## src/rtl/ipsxe_floating_point_addsub_result_buf_if.sv

```systemverilog
// Result stream interface for the add/sub result buffer.
// Carries one buffered result beat plus its {invalid_op, overflow, underflow} tag.
interface ipsxe_floating_point_addsub_result_buf_if #(
    parameter int W = 32
);
    logic [W-1:0] tdata;
    logic [2:0]   tuser;
    logic         tvalid;
    logic         tready;

    modport master (output tdata, output tuser, output tvalid, input tready);
    modport slave  (input tdata, input tuser, input tvalid, output tready);
endinterface

```

## src/rtl/ipsxe_floating_point_addsub_result_buf.sv

```systemverilog
// Result buffer for the floating-point add/sub core.
// Show-ahead FIFO on the core's result stream, issue-credit tracking so the core
// never produces a result without room, sticky exception flags and an error flag.
// Optional: define ADDSUB_RESULT_STATS_EN for 16-bit saturating per-flag counters.
module ipsxe_floating_point_addsub_result_buf #(
    parameter int W     = 32,
    parameter int DEPTH = 16,
    parameter int AW    = 4
) (
    input  logic          i_aclk,
    input  logic          i_rst_n,
    input  logic          i_aclken,
    input  logic          i_issue,
    output logic          o_issue_ready,
    input  logic [W-1:0]  i_axis_result_tdata,
    input  logic          i_axis_result_tvalid,
    input  logic          i_invalid_op,
    input  logic          i_overflow,
    input  logic          i_underflow,
    ipsxe_floating_point_addsub_result_buf_if.master m_axis,
    input  logic          i_sticky_clr,
    output logic [2:0]    o_sticky_flags,
    output logic          o_buf_err
`ifdef ADDSUB_RESULT_STATS_EN
    ,
    output logic [15:0]   o_cnt_invalid,
    output logic [15:0]   o_cnt_overflow,
    output logic [15:0]   o_cnt_underflow
`endif
);
    localparam logic [AW:0]   DEPTH_C = (AW+1)'(DEPTH);
    localparam logic [AW+1:0] DEPTH_W = (AW+2)'(DEPTH);

    // Entry layout: {tuser[2:0], tdata[W-1:0]}
    logic [W+2:0]  mem [DEPTH];
    logic [AW-1:0] wr_ptr, rd_ptr;
    logic [AW:0]   cnt, inflight;
    logic [2:0]    in_tuser;
    logic          push, pop, full, empty, accept, err_set;
    logic [AW+1:0] credit_sum;

    assign in_tuser = {i_invalid_op, i_overflow, i_underflow};
    assign empty    = (cnt == '0);
    assign full     = (cnt == DEPTH_C);
    assign push     = i_axis_result_tvalid;
    assign pop      = ~empty & m_axis.tready;
    // When full, a push only fits if the head leaves on the same edge.
    assign accept   = push & (~full | pop);
    // Error on a dropped beat, or on a result nobody issued (inflight would go negative).
    assign err_set  = (push & ~accept) | (accept & ~i_issue & (inflight == '0));

    // Credit is what remains after buffered and outstanding results are reserved.
    assign credit_sum    = {1'b0, cnt} + {1'b0, inflight};
    assign o_issue_ready = (credit_sum < DEPTH_W);

    // Show-ahead head; forced to zero while empty so the idle bus is clean.
    assign m_axis.tvalid = ~empty;
    always_comb begin
        m_axis.tdata = '0;
        m_axis.tuser = '0;
        if (!empty) begin
            m_axis.tdata = mem[rd_ptr][W-1:0];
            m_axis.tuser = mem[rd_ptr][W+2:W];
        end
    end

    // Storage array: write-only on accepted pushes, no reset needed.
    always_ff @(posedge i_aclk) begin
        if (i_aclken && accept)
            mem[wr_ptr] <= {in_tuser, i_axis_result_tdata};
    end

    // Pointers and occupancy; pointers wrap naturally at DEPTH.
    always_ff @(posedge i_aclk or negedge i_rst_n) begin
        if (!i_rst_n) begin
            wr_ptr <= '0;
            rd_ptr <= '0;
            cnt    <= '0;
        end else if (i_aclken) begin
            if (accept) wr_ptr <= wr_ptr + 1'b1;
            if (pop)    rd_ptr <= rd_ptr + 1'b1;
            case ({accept, pop})
                2'b10:   cnt <= cnt + 1'b1;
                2'b01:   cnt <= cnt - 1'b1;
                default: cnt <= cnt;
            endcase
        end
    end

    // In-flight tracking: saturates at DEPTH on over-issue and at 0 on stray results.
    always_ff @(posedge i_aclk or negedge i_rst_n) begin
        if (!i_rst_n) begin
            inflight <= '0;
        end else if (i_aclken) begin
            if (i_issue && !accept) begin
                if (inflight != DEPTH_C) inflight <= inflight + 1'b1;
            end else if (accept && !i_issue) begin
                if (inflight != '0) inflight <= inflight - 1'b1;
            end
        end
    end

    // Sticky flags and error; a clear wins over a same-edge set.
    always_ff @(posedge i_aclk or negedge i_rst_n) begin
        if (!i_rst_n) begin
            o_sticky_flags <= '0;
            o_buf_err      <= 1'b0;
        end else if (i_aclken) begin
            if (i_sticky_clr) begin
                o_sticky_flags <= '0;
                o_buf_err      <= 1'b0;
            end else begin
                if (accept)  o_sticky_flags <= o_sticky_flags | in_tuser;
                if (err_set) o_buf_err      <= 1'b1;
            end
        end
    end

`ifdef ADDSUB_RESULT_STATS_EN
    // Per-flag event counters indexed like tuser: [2]=invalid, [1]=overflow, [0]=underflow.
    logic [2:0][15:0] stat_cnt;

    // Saturating counters, cleared together with the sticky flags.
    always_ff @(posedge i_aclk or negedge i_rst_n) begin
        if (!i_rst_n) begin
            stat_cnt <= '0;
        end else if (i_aclken) begin
            for (int k = 0; k < 3; k++) begin
                if (i_sticky_clr)
                    stat_cnt[k] <= '0;
                else if (accept && in_tuser[k] && stat_cnt[k] != 16'hFFFF)
                    stat_cnt[k] <= stat_cnt[k] + 16'd1;
            end
        end
    end

    assign o_cnt_invalid   = stat_cnt[2];
    assign o_cnt_overflow  = stat_cnt[1];
    assign o_cnt_underflow = stat_cnt[0];
`endif
endmodule

```

## src/flat_wrapper.sv

```systemverilog
// flat-port wrapper written by rule: the top's interface ports become plain ports
module ipsxe_floating_point_addsub_result_buf_flat 
#(
    parameter int W     = 32,
    parameter int DEPTH = 16,
    parameter int AW    = 4
)
  (i_aclk, i_rst_n, i_aclken, i_issue, o_issue_ready, i_axis_result_tdata, i_axis_result_tvalid, i_invalid_op, i_overflow, i_underflow, i_sticky_clr, o_sticky_flags, o_buf_err, m_axis_tdata, m_axis_tuser, m_axis_tvalid, m_axis_tready);
  ipsxe_floating_point_addsub_result_buf_if #(.W(W)) m_axis_i ();
  input  logic i_aclk;
  input  logic i_rst_n;
  input  logic i_aclken;
  input  logic i_issue;
  output logic o_issue_ready;
  input  logic [W-1:0] i_axis_result_tdata;
  input  logic i_axis_result_tvalid;
  input  logic i_invalid_op;
  input  logic i_overflow;
  input  logic i_underflow;
  input  logic i_sticky_clr;
  output logic [2:0] o_sticky_flags;
  output logic o_buf_err;
  output wire logic [$bits(m_axis_i.tdata)-1:0] m_axis_tdata;
  output wire logic [$bits(m_axis_i.tuser)-1:0] m_axis_tuser;
  output wire logic [$bits(m_axis_i.tvalid)-1:0] m_axis_tvalid;
  input wire logic [$bits(m_axis_i.tready)-1:0] m_axis_tready;
  assign m_axis_tdata = m_axis_i.tdata;
  assign m_axis_tuser = m_axis_i.tuser;
  assign m_axis_tvalid = m_axis_i.tvalid;
  assign m_axis_i.tready = m_axis_tready;
  ipsxe_floating_point_addsub_result_buf #(.W(W), .DEPTH(DEPTH), .AW(AW)) u_core (.i_aclk(i_aclk), .i_rst_n(i_rst_n), .i_aclken(i_aclken), .i_issue(i_issue), .o_issue_ready(o_issue_ready), .i_axis_result_tdata(i_axis_result_tdata), .i_axis_result_tvalid(i_axis_result_tvalid), .i_invalid_op(i_invalid_op), .i_overflow(i_overflow), .i_underflow(i_underflow), .m_axis(m_axis_i), .i_sticky_clr(i_sticky_clr), .o_sticky_flags(o_sticky_flags), .o_buf_err(o_buf_err));
endmodule
```

## config.mk

```make
export PLATFORM = sky130hd
export DESIGN_NAME = ipsxe_floating_point_addsub_result_buf_flat
export DESIGN_NICKNAME = d
export VERILOG_FILES = /design/src/rtl/ipsxe_floating_point_addsub_result_buf_if.sv /design/src/rtl/ipsxe_floating_point_addsub_result_buf.sv /design/src/flat_wrapper.sv
export SDC_FILE = /design/constraint.sdc
export NUM_CORES = 1
export LEC_CHECK = 0
export CORE_MARGIN = 2
export CORE_UTILIZATION = 54
export DETAILED_ROUTE_END_ITERATION = 6
export PLACE_DENSITY = 0.75
export SYNTH_ARGS = -nofsm -noshare
export SYNTH_HDL_FRONTEND = slang
export SYNTH_SLANG_ARGS = --single-unit
```

## constraint.sdc

```tcl
create_clock -name i_aclk -period 7.59 [get_ports i_aclk]
set_clock_uncertainty 0.05 [all_clocks]
set_input_delay 1.1385 -clock i_aclk [delete_from_list [all_inputs] [get_ports i_aclk]]
set_output_delay 1.1385 -clock i_aclk [all_outputs]
set_load 0.1 [all_outputs]
```

==> results of run 1 <==
## registers in the layout (all words and copies together), names as in the netlist
name / flops
u_core.rd_ptr: 4
u_core.cnt: 5
u_core.wr_ptr: 4
u_core.o_sticky_flags: 3
u_core.inflight: 5
u_core.o_buf_err: 1
u_core.mem: 560
## worst paths after layout
| check | from | endpoint | slack (ns) | cells past startpoint |
|---|---|---|---|---|
| max | u_core.rd_ptr[1] | m_axis_tdata[28] | 1.98 | 5 |
| min | u_core.cnt[4] | u_core.cnt[4] | 0.47 | 1 |
| max reg2reg | u_core.cnt[0] | u_core.cnt[4] | 3.78 | 10 |
| min reg2reg | u_core.cnt[4] | u_core.cnt[4] | 0.47 | 1 |
| max in group asynchronous | i_rst_n | u_core.rd_ptr[0] | 5.70 | 1 |
| min in group asynchronous | i_rst_n | u_core.cnt[3] | 1.06 | 1 |
## kinds of logic after synthesis
kind of cell             count (synthesis)
multiplexers                           179
AO/OA/AOI/OAI                           31
flip-flops                             582
XOR/XNOR                                16
buffers and inverters                   56
AND/OR/NAND/NOR                         85
adder cells (fa/ha/maj)                 16
## metal layers
layer,part of all wire,GRT usage
met1,0.40,0.3040
met5,0.00026,0
met2,0.51,0.3683
met4,0.023,0.06650
met3,0.069,0.03877
## layout by cell type (no fill, tap or decap), types with 3 or more instances in the layout
master / n
edfxtp_1: 560
mux4_2: 175
clkdlybuf4s50_1: 82
clkbuf_16: 57
and2_1: 36
buf_4: 19
dfrtp_1: 18
ha_1: 15
a21oi_1: 14
nand2_1: 12
and2_2: 12
clkinv_1: 11
xnor2_1: 10
clkinv_2: 8
clkbuf_1: 8
nor2_1: 6
xor2_1: 6
bufinv_16: 6
inv_1: 5
o21ai_0: 5
and4_2: 4
a21o_1: 3
mux2_2: 3
clkbuf_8: 3
buf_12: 3
## power by group
part / switching (mW) / internal, mW / total [mW]
Sequential: 0.271 / 3.73 / 4.00
Combinational: 2.63 / 1.58 / 4.21
Clock: 1.13 / 1.59 / 2.71
## area by class of cell
class,instances,area (um2)
flip-flops and latches,582,17380
fillers,2790,15740
inverters,5,18.77
multi-input cells,327,5055
repair buffers,104,1023
well taps,539,674.4
clock buffers,68,1498
diodes,2,5.005
clock inverters,27,276.5
==> impl_results.md, run 1 <==
* Initial Util at 0.5445
* Core Box Area at 0.04167 mm2
* Syn_area_per_cell at 23.51 um2
* Clock sinks at 582
* Clk slew on worst S/H paths at 0.06 ns
* First drt pass iteration count at 4
* CP max stage delay at 1.16 ns
* Initial antenna violation count at 3
* Post-route design area at 0.02593 mm2
* Synthesis Warnings at 0
* Largest cells by area after synthesis: edfxtp_1 (74%), mux4_2 (17%), dfrtp_1 (2.4%), and2_1 (1.3%), ha_1 (0.83%)
* H-tree levels at 2
* Post-synth EDFFs at 560
* Buf+Inv Stages, Crit Path at 2
* Worst EP required at 6.40 ns
* CTS Buf Count at 55
* Routed WL at 46730 um
* Post-Synth Simple-Gate Area at 0.02217
* Clk Latency, worst-skew pair at 0.59 ns
* Top FF cell, synth: edfxtp_1
* Delay-heaviest family, CP: buffers and inverters
* Hold_buf cts at 0
* Max-cap viol count at 0
* Hold Slack at 0.4657 ns
* Tot GR Track Use at 0.2209
* Share of layout cells above drive strength 1 at 0.2704
* DIE AREA at 0.04367 mm2
* Lkg Pwr at 8.225 nW
* Max Root-Sink Buffers at 3
* Port Buffers at 82
* Vias in the first global route at 10870
* Cell Pwr Density at 421.4 mW/mm2
* Crit path kind: reg -> out
* CP Cell Sequence: buf_12 > mux4_2 > mux4_2 > and2_1 > clkdlybuf4s50_1
* Fin. Hold Viols at 0
* Final period util at 0.7394
* Final setup violating endpoints at 0
* Worst Path Arrival at 4.42 ns
* Total chip power at 10.92 mW
* VDD IR max at 0.3530 mV
* Largest family of logic cells by synthesized area: multiplexers
* Relative slew slack at 0.2480
* Sequential-to-total area share from yosys stat at 0.7655
* Final GP Congestion at 0.6982
* Pre-CTS setup slack at 2.630 ns
* Core Util, Final at 0.6223
* Critical Path Most Common Cell: mux4_2
* Routed WL per cell at 28.25 um
* CP Launch Type: register
* Num rows at 75
* Drt via density at 6.215
* First-pass GRT wire length at 69570 um
* Netlist cell types at 38
* Synthesis-to-layout area growth at 14.28%
* Post-CTS setup repair buffer count at 0
* Mapped cell area at 0.02269 mm2
* DRC at 0
* Vias at 10280
* Post-synthesis cell count at 965
* Largest net degree at the start of global routing at 74
* Initial drt markers at 1040
* Outcome: finished, final reports clean
* Placed standard-cell area at 0.02415 mm2
* Hold/Removal Path Class: reg -> reg
* Most common cell in the netlist: edfxtp_1
* I/O Pins at 83
* Nets at 1133
* Post-synthesis compound-gate area fraction at 0.008658
* Setup ws final at 1.978 ns
* Post-cts resize count at 0
* Worst-margin pin slew at 1.128 ns
* Seq cells post-synth at 582
* Placed cells at 1557
* Mux contribution to synthesized area at 0.1756
* Slowest CP cell: dfrtp_4
* Largest area contributor in the netlist: edfxtp_1
* Yosys top cell area share at 0.7412
* Max frequency at 178.2 MHz
* Synthesized Nets at 1023
* Root buf cell: clkbuf_16
* DRT antenna net count at 0
* CTS tree: yes
* Synth async-reset ratio at 0.03780
* Worst Setup End Kind: output port
* Die width at 209.0 um
* Final min period at 5.612 ns
* Final Slew Violations at 0
* Overflow after GRT at 0
* Setup TNS at 0 ns
* RSZ-0062 raised after global routing: false
* List of most frequent post-synthesis cells: edfxtp_1 (560), mux4_2 (175), and2_1 (48)
* Critical Path Fanout Max at 73
* Final HPWL DP at 23150 um
* Die Y at 209.0 um
* XOR/XNOR Fraction of Synth Area at 0.006177
* Fin cells at 1654
* Post-Synth Adder-Cell Area at 0.009155
(Power assumes the default switching activity.)
==> inputs of run 2 (changes only) <==
==> constraint.sdc (replaced) <==
create_clock -name i_aclk -period 5.3 [get_ports i_aclk]
set_clock_uncertainty 0.05 [all_clocks]
set_input_delay 0.795 -clock i_aclk [delete_from_list [all_inputs] [get_ports i_aclk]]
set_output_delay 0.795 -clock i_aclk [all_outputs]
set_load 0.1 [all_outputs]
==> run 2 against run 1 <==
Compared with the run above:
- cell count is 1.3% higher
- non-clock buffer count is 14 higher
- global-route usage hardly changed
- power is 45% higher
- wire length is 0.39% lower
- register-to-register slack worse by 2.2 ns
- largest cell class unchanged
==> impl_results.md, run 2 (synthesized netlist as in run 1, its figures left out) <==
* Outcome: finished, final reports clean
* Largest Register: u_core.mem
* Placed standard-cell area at 0.02427 mm2
* Post-CTS setup repair buffer count at 0
* Final period util at 0.8976
* Final min period at 4.757 ns
* CP Launch Type: register
* Overflow after GRT at 0
* Clock sinks at 582
* Clk pwr share at 0.253
* Root buf cell: clkbuf_16
* Synthesis-to-layout area growth at 15.16%
* Core Box Area at 0.04167 mm2
* Num rows at 75
* Initial Util at 0.5445
* Biggest registers after layout: u_core.mem x560, u_core.cnt x5, u_core.inflight x5
* VDD IR max at 0.6271 mV
* Buf+Inv Stages, Crit Path at 2
* Relative slew slack at 0.2717
* Drt via density at 6.175
* Fin. Hold Viols at 0
* Hold/Removal Path Class: reg -> reg
* Critical Path Most Common Cell: mux4_2
* Share of layout cells above drive strength 1 at 0.2896
* Final GP Congestion at 0.7174
* Worst-margin pin slew at 1.089 ns
* Largest net degree at the start of global routing at 44
* DRC at 0
* DRT antenna net count at 0
* Cell Pwr Density at 605.0 mW/mm2
* Hold Slack at 0.4714 ns
* DIE AREA at 0.04367 mm2
* Final setup violating endpoints at 0
* H-tree levels at 2
* Share of total power in combinational logic at 0.391
* Commonest non-fill, non-tap cell in the layout: edfxtp_1
* Final Slew Violations at 0
* Part of the power in registers at 0.356
* Pint at 9.953 mW
* Filler cells at 2752
* Final HPWL DP at 24800 um
* First drt pass iteration count at 4
* Sw Pwr at 5.854 mW
* Setup TNS at 0 ns
* I/O Pins at 83
* Most frequent cells in the layout: edfxtp_1 (560), mux4_2 (175), clkdlybuf4s50_1 (78)
* Routed WL at 46550 um
* Post-route design area at 0.02613 mm2
* RSZ-0062 raised after global routing: false
* Post-cts resize count at 0
* Tot GR Track Use at 0.2210
* Worst EP required at 4.45 ns
* Crit path kind: reg -> out
* Die width at 209.0 um
* First-pass GRT wire length at 69820 um
* Max-cap viol count at 0
* CTS tree: yes
* Lkg Pwr at 8.355 nW
* Clk Latency, worst-skew pair at 0.59 ns
* Vias in the first global route at 10820
* Vias at 10350
* Hold_buf cts at 0
* Max frequency at 210.2 MHz
* Port Buffers at 82
* CTS Buf Count at 56
* Delay-heaviest family, CP: buffers and inverters
* Clk slew on worst S/H paths at 0.06 ns
* CP max stage delay at 0.96 ns
* Max Root-Sink Buffers at 3
* Initial drt markers at 1077
* Max reg flops at 560
* Net Sw Frac at 0.3703
* Worst Setup End Kind: output port
* Routed WL per cell at 27.77 um
* CP Cell Sequence: buf_12 > mux4_2 > mux4_2 > and2_1 > clkdlybuf4s50_1
* Worst Path Arrival at 3.91 ns
* Initial antenna violation count at 3
* Nets at 1148
* Critical Path Fanout Max at 43
* Die Y at 209.0 um
* Slowest CP cell: clkdlybuf4s50_1
-- run 2: changes by cell type in the layout (fill, tap and decap cells not counted) --
cell,previous run,this run
a2111oi_1,0,1
clkbuf_8,3,4
clkinv_2,8,12
buf_12,3,5
clkbuf_1,8,6
clkinv_4,0,1
clkinv_1,11,12
diode_2,2,1
clkdlybuf4s50_1,82,78
inv_6,0,3
buf_4,19,35
clkinv_8,0,1
a2111oi_0,1,0
-- run 2: routing by layer --
metal	vias to the layer above	global-route usage	routed length (um)
li1	4338	-	-
met1	5561	0.3179	19360
met2	385	0.3516	23020
met3	63	0.04884	3364
met4	2	0.05567	788
met5	-	0	12
-- run 2: power by group through the flow --
stage          combinational (mW)  clock, mW  sequential [mW]
5_1_grt                      6.48       4.23             5.67
3_3_place_gp                 6.18          0             5.71
3_5_place_dp                 6.23          0             5.72
2_1_floorplan                4.98          0             5.54
6_report                     6.18       4.00             5.63
4_1_cts                      6.26       4.06             5.63
-- run 2: path summary, 6_finish.rpt --
check                                      start               end  slack [ns]  cells past startpoint
worst max-delay path            u_core.rd_ptr[0]  m_axis_tdata[29]        0.54                      5
worst min-delay path               u_core.cnt[4]     u_core.cnt[4]        0.47                      1
worst max register to register     u_core.cnt[0]     u_core.cnt[4]        1.56                     11
worst min register to register     u_core.cnt[4]     u_core.cnt[4]        0.47                      1
max in group asynchronous                i_rst_n  u_core.rd_ptr[0]        3.68                      1
min in group asynchronous                i_rst_n  u_core.wr_ptr[1]        0.74                      1
-- run 2: area by class of cell --
cell class                      instances  area (um2)  area share
Timing Repair Buffer                  118        1144     0.04377
Antenna cell                            1       2.502  0.00009578
Sequential cell                       582       17380      0.6651
Clock inverter                         37       351.6     0.01346
Clock buffer                           67        1504     0.05756
Multi-Input combinational cell        327        5056      0.1935
Inverter                                5       18.77   0.0007183
Tap cell                              539       674.4     0.02581
-- run 2: stage by stage --
stage          instances  worst slack [ns]  utilization  total power, mW
6_report            1676            0.5427       0.6271            15.81
3_3_place_gp        1571             1.125       0.5825            11.89
2_1_floorplan        965           0.04042            -            10.52
3_5_place_dp        1571             1.098       0.5825            11.96
4_1_cts             1675            0.4405       0.6270            15.96
5_1_grt             1676            0.3578       0.6271            16.38
